$ cat src/rtl/sync_dr_tx_pkg.sv
// Shared definitions for the dual-rail synchronous-to-asynchronous transmitter.
package sync_dr_tx_pkg;

  localparam logic [15:0] ENC_TP = "TP";
  localparam logic [15:0] ENC_FP = "FP";

  localparam int unsigned RAIL0 = 0;
  localparam int unsigned RAIL1 = 1;

  typedef enum logic [1:0] {
    IDLE = 2'd0,
    SEND = 2'd1,
    RTZ  = 2'd2
  } state_t;

endpackage

$ cat src/rtl/sync_dr_tx_ack_sync.sv
// Two-flop synchronizer bringing the asynchronous downstream acknowledge into clk.
module ack_sync (
  input  logic i_clk,
  input  logic i_rst,
  input  logic i_ack,
  output logic o_ack_s
);

  logic r_meta;
  logic r_sync;

  always_ff @(posedge i_clk) begin
    if (i_rst) begin
      r_meta <= 1'b0;
      r_sync <= 1'b0;
    end else begin
      r_meta <= i_ack;
      r_sync <= r_meta;
    end
  end

  assign o_ack_s = r_sync;

endmodule

$ cat src/rtl/sync_dr_tx.sv
// Dual-rail token transmitter: encodes a word as a two-phase or four-phase
// dual-rail codeword and handshakes it against a synchronized acknowledge.
module sync_dr_tx
  import sync_dr_tx_pkg::*;
#(
  parameter logic [15:0] ENC      = ENC_TP,
  parameter int unsigned WIDTH    = 4,
  localparam int unsigned RAIL_NUM = 2
) (
  input  logic                             clk,
  input  logic                             rst,
  input  logic [WIDTH-1:0]                 in_data,
  input  logic                             in_valid,
  output logic                             in_ready,
  output logic [WIDTH-1:0][RAIL_NUM-1:0]   out,
  input  logic                             ack_i,
  output logic                             proto_err
);

  localparam bit IS_FP = (ENC == ENC_FP);

  state_t r_state;
  state_t w_next;

  logic                           w_ack_s;
  logic                           w_accept;
  logic                           w_ack_expected;
  logic                           w_spacer;
  logic                           r_phase;
  logic                           r_err;
  logic [WIDTH-1:0][RAIL_NUM-1:0] r_out;
  logic [WIDTH-1:0][RAIL_NUM-1:0] w_code;

  ack_sync u_ack_sync (
    .i_clk   (clk),
    .i_rst   (rst),
    .i_ack   (ack_i),
    .o_ack_s (w_ack_s)
  );

  assign w_accept       = in_valid && in_ready;
  assign w_spacer       = (r_out == '0);
  assign w_ack_expected = IS_FP ? 1'b0 : r_phase;

  always_ff @(posedge clk) begin
    if (rst) r_state <= IDLE;
    else     r_state <= w_next;
  end

  always_comb begin
    w_next = r_state;
    unique case (r_state)
      IDLE: if (w_accept) w_next = SEND;
      SEND: begin
        if (IS_FP) begin
          if (w_ack_s) w_next = RTZ;
        end else if (w_ack_s == r_phase) begin
          w_next = IDLE;
        end
      end
      RTZ:     if (!w_ack_s && w_spacer) w_next = IDLE;
      default: w_next = IDLE;
    endcase
  end

  always_comb begin
    in_ready = (r_state == IDLE) && !rst;
  end

  // TP flips the rail selected by each data bit; FP drives a fresh one-hot pair.
  always_comb begin
    w_code = r_out;
    for (int unsigned i = 0; i < WIDTH; i++) begin
      if (IS_FP) begin
        w_code[i][RAIL1] = in_data[i];
        w_code[i][RAIL0] = ~in_data[i];
      end else if (in_data[i]) begin
        w_code[i][RAIL1] = ~r_out[i][RAIL1];
      end else begin
        w_code[i][RAIL0] = ~r_out[i][RAIL0];
      end
    end
  end

  // FP spacer is launched on the first RTZ cycle, one cycle after the ack is registered.
  always_ff @(posedge clk) begin
    if (rst) begin
      r_out   <= '0;
      r_phase <= 1'b0;
      r_err   <= 1'b0;
    end else begin
      if (w_accept) begin
        r_out   <= w_code;
        r_phase <= ~r_phase;
      end else if (IS_FP && (r_state == RTZ)) begin
        r_out <= '0;
      end
      if ((r_state == IDLE) && (w_ack_s != w_ack_expected)) r_err <= 1'b1;
    end
  end

  assign out       = r_out;
  assign proto_err = r_err;

endmodule

$ cat config.mk
export PLATFORM = sky130hd
export DESIGN_NAME = sync_dr_tx
export DESIGN_NICKNAME = d
export VERILOG_FILES = /design/src/rtl/sync_dr_tx_pkg.sv /design/src/rtl/sync_dr_tx_ack_sync.sv /design/src/rtl/sync_dr_tx.sv
export SDC_FILE = /design/constraint.sdc
export NUM_CORES = 1
export LEC_CHECK = 0
export BUFFER_PORTS_ARGS = -buffer_cell sky130_fd_sc_hd__buf_2
export CAP_MARGIN = 25
export CORE_AREA = 2 2 39 41
export CTS_CLUSTER_DIAMETER = 60
export DETAILED_ROUTE_END_ITERATION = 6
export DIE_AREA = 0 0 41 43
export PLACE_DENSITY = 0.79
export SLEW_MARGIN = 5
export SYNTH_ARGS = -nofsm -noshare
export SYNTH_HDL_FRONTEND = slang
export SYNTH_SLANG_ARGS = --single-unit
$ cat constraint.sdc
create_clock -name clk -period 0.88 [get_ports clk]
set_input_delay 0.044 -clock clk [delete_from_list [all_inputs] [get_ports clk]]
set_output_delay 0.044 -clock clk [all_outputs]
set_load 0.1 [all_outputs]
# After elaboration in Yosys (flattened, before gate mapping)
# Index checks and enable logic that the tools add are counted.
# totals
ff_bits	14
latch_bits	0
ram_bits	0
out_inout_bits	10
mem_count	0
input_bits	8
romBits	0
# classes
muxes	4
n_div	0
multipliers	0
shifts	0
reduce_logical	17
eq_ne	7
order_cmp	0
add_sub_neg	0
bitwise_logic	13
# op_table
op	n
$reduce_and 2->1	8
$not 1->1	13
$logic_not 8->1	1
$mux 2	3
$ne 2x2->1 const B	3
$pmux 2 s3	1
$logic_and 1x1->1	4
$reduce_and 3->1	1
$eq 2x1->1 const B	1
$eq 2x2->1 const B	1
$logic_not 1->1	2
$logic_not 2->1	1
$eq 1x1->1	1
$ne 1x1->1	1

# Depth between registers and ports, before layout
# depth
depth_word	5
ltp_mapped	4

# By module
# Synthesis repeated with hierarchy kept, for this count alone.
# hier_totals
hier_cells	51
area_unflattened_um2	523.0
# by_module_without_submodules
module	seq_area_each_um2	cells_each	instances	area_per_inst_um2
sync_dr_tx	220.2	47	1	470.5
ack_sync	40.0	4	1	52.6

# Worst setup path after synthesis
# No wires, ideal clock.
# synth_path
path_type	register -> output
startpoint	reg r_state[0]
endpoint	out in_ready
path_slack_ns	-0.863
n_path_buf	1
required_time_ns	0.836
path_stages_with_launch	3
t_arrival_ns	1.699
path_cell_list	dfxtp_1 > buf_6 > nor2_1
# synth_via
elab_chain_len	2
# synth_rtl
element	line_no	rtl
start: declaration	sync_dr_tx.sv:22	state_t r_state;
start signal: assignment	sync_dr_tx.sv:47	else r_state <= w_next;
$logic_not 2->1	sync_dr_tx.sv:67	in_ready = (r_state == IDLE) && !rst;
$logic_and 1x1->1	sync_dr_tx.sv:67	
end: declaration	sync_dr_tx.sv:14	output logic in_ready,
# No other way between the ends.

# Final worst setup path
# layout_path
startpoint	reg r_state[0]
endpoint	reg r_out (netlist bit out[2])
# layout_via
elab_chain_len	4
# layout_rtl
element	line_no	rtl
$logic_not 2->1	sync_dr_tx.sv:67	
$logic_and 1x1->1	sync_dr_tx.sv:67	
$logic_and 1x1->1	sync_dr_tx.sv:41	assign w_accept = in_valid && in_ready;
$reduce_and 2->1 (no source line)	-	
end signal: assignment	sync_dr_tx.sv:93	r_out <= w_code;
end: declaration	sync_dr_tx.sv:31	logic [WIDTH-1:0][RAIL_NUM-1:0] r_out;
# No other way between the ends.
# A chain may end at the register's enable or synchronous reset.

==> run metrics <==
H-tree levels 1; Yosys reg bits 13; Slew Limit Fails 0; failing checks setup timing; drt drc 0; Yosys warnings 0; root buffer cell clkbuf_4; area delta synth->final 77.0%; Setup crit end kind flip-flop; Pre-Repair DR Iteration Count 2; Die H 43 um; core footprint 1380 sq um; Die X 41 um; HP Class input pin to flip-flop; minimum clock period 1000 ps; layout cells sized above 1 58.4%; post-synthesis mux area share 0%; Final WS setup -124 ps; Max Cap Violations 0; placed cell areas 826 sq um; final core utilization 66.9%; initial antenna violation count 0; fillers 111; effective utilization at floorplan 37.8%; Slew headroom 82.3%; Reg clk slew, reported paths 80 ps; post-synthesis cell type count 12; met3 WL 62 um; Worst-Skew Late Latency 270 ps; Metal-1 WL 458 um; largest net degree at the start of global routing 15; post-route ant nets 0; final instance area 926 sq um; via count of the first global-routing pass 393; worst setup path class flip-flop to flip-flop; clock skew 6.93 ps; P per Cell Area 1920 nW/um^2; vias per inst 4.39; GRT overflow 0; number of clock sinks 13; Slew @ Worst Pin 265 ps; num ports 18; Compound-Gate Fraction of Synth Area 1.91%; maximum vdd ir drop 930 uV; most frequent cells in the layout 11 x nor2_1, 10 x buf_12, 9 x dfxtp_4; gp weighted congestion 0.729; Post-Synth Adder-Cell Area 0%; drt total wl 1090 um; synthesized area per cell 10.3 sq um; met2 wire len 565 um; fmax 0.996 GHz; sequential-to-total area share from yosys stat 49.8%; top routing layer in use met4; Nets 86; Via Count 408; worst path required time 1040 ps; Arr. time, crit path 1170 ps; period utilization 114%; CTS buffer count 3; xor and xnor area share after synthesis 16.7%; Synth Cell Area 523 sq um; final hold slack 102 ps; largest family of logic cells by synthesized area simple AND/OR/NAND/NOR gates; die area 1760 sq um; Synth Instances 51; commonest non-fill, non-tap cell in the layout nor2_1; total power 1.78 mW; Post-Synth Simple-Gate Area 28.0%; I/O Buffers 17; routed len/inst 11.8 um; Starting DRT DRC Count 1; Mapped Nets 59; DP HPWL 649 um; RSZ-0062 raised after global routing true; CP Launch Type flip-flop; FF-to-FF setup slack -120 ps; CTS tree built; status finished with violations; Tot GR Track Use 15.1%; clock tree buffer depth 2; first-pass GRT wire length 1770 um; Setup Viol. Count Final 11; crit path max fanout 7; row count 14; diode count 0; Hold Violations, Final 0; leakage 0.379 nW
sequential cells by signal (all words and copies together) (netlist names):
signal,count
r_phase,1
u_ack_sync.r_meta,1
out,8
u_ack_sync.o_ack_s,1
proto_err,1
r_state,1
area by class of cell:
type	instances	area, sq um	share of cell area (%)
sequential	13	297	32.0
inverter	1	3.75	0.405
timing repair buffer	24	294	31.8
clock buffer	4	26.3	2.84
multi-input combinational	35	285	30.8
tap	16	20.0	2.16
worst paths after layout:
path / start / end / depth (start not counted)
setup reg to reg: r_state[0]$_SDFFE_PP0P_ / out[2]$_SDFFE_PP0P_ / 4
hold / removal: rst / out[6]$_SDFFE_PP0P_ / 2
setup / recovery: r_state[0]$_SDFFE_PP0P_ / out[2]$_SDFFE_PP0P_ / 4
hold reg to reg: u_ack_sync.r_meta$_SDFF_PP0_ / u_ack_sync.o_ack_s$_SDFF_PP0_ / 1
report_power, final:
group	switching [mW]	leakage, nW	internal, mW
sequential	0.0658	0.114	0.644
clock	0.189	0.0150	0.176
combinational	0.420	0.250	0.288
total	0.674	0.379	1.11
per-stage QoR:
stage | setup WS, ps | cells | TNS (ps)
final | -124 | 93 | -1160
after global routing | -188 | 93 | -1730
after CTS | -140 | 92 | -1150
after detailed placement | -128 | 85 | -726
after global placement | -102 | 85 | -482
after floorplan | -88.8 | 51 | -166
logic make-up (layout without fill, tap and decap cells):
group | Yosys count | count (layout)
xor+xnor | 10 | 10
buf+inv | 3 | 29
simple gates | 23 | 23
flops | 13 | 13
compound gates | 2 | 2
per-layer routing:
metal	up-vias	GRT usage [%]
met1	182	19.6
met5	-	0
li1	212	-
met4	0	8.00
met3	2	3.66
met2	12	22.2
critical path: stages (launching register included):
cell     delay [ps]
dfxtp_4         380
buf_4           140
nor3b_4         180
xnor2_1         150
nor2_1           50
timing repair:
item / 4_1_cts / 5_1_grt
resized for setup: 6 / 4
cloned: 0 / 0
setup endpoints to repair: 11 / 14
hold endpoints to repair: 1 / 0
hold buffers: 1 / 0
buffers inserted: 2 / 1
pin swaps: 2 / 6
synthesized netlist by cell type, drive strengths merged:
master / instances / area share [%]
a21oi: 2 / 1.9
and2b: 1 / 1.7
buf: 1 / 2.2
clkbuf: 1 / 0.72
dfxtp: 13 / 50
inv: 1 / 0.72
nand3b: 4 / 5.7
nor2: 12 / 8.6
nor2b: 2 / 2.4
nor3b: 4 / 9.6
xnor2: 5 / 8.4
xor2: 5 / 8.4
(Power assumes the default switching activity.)
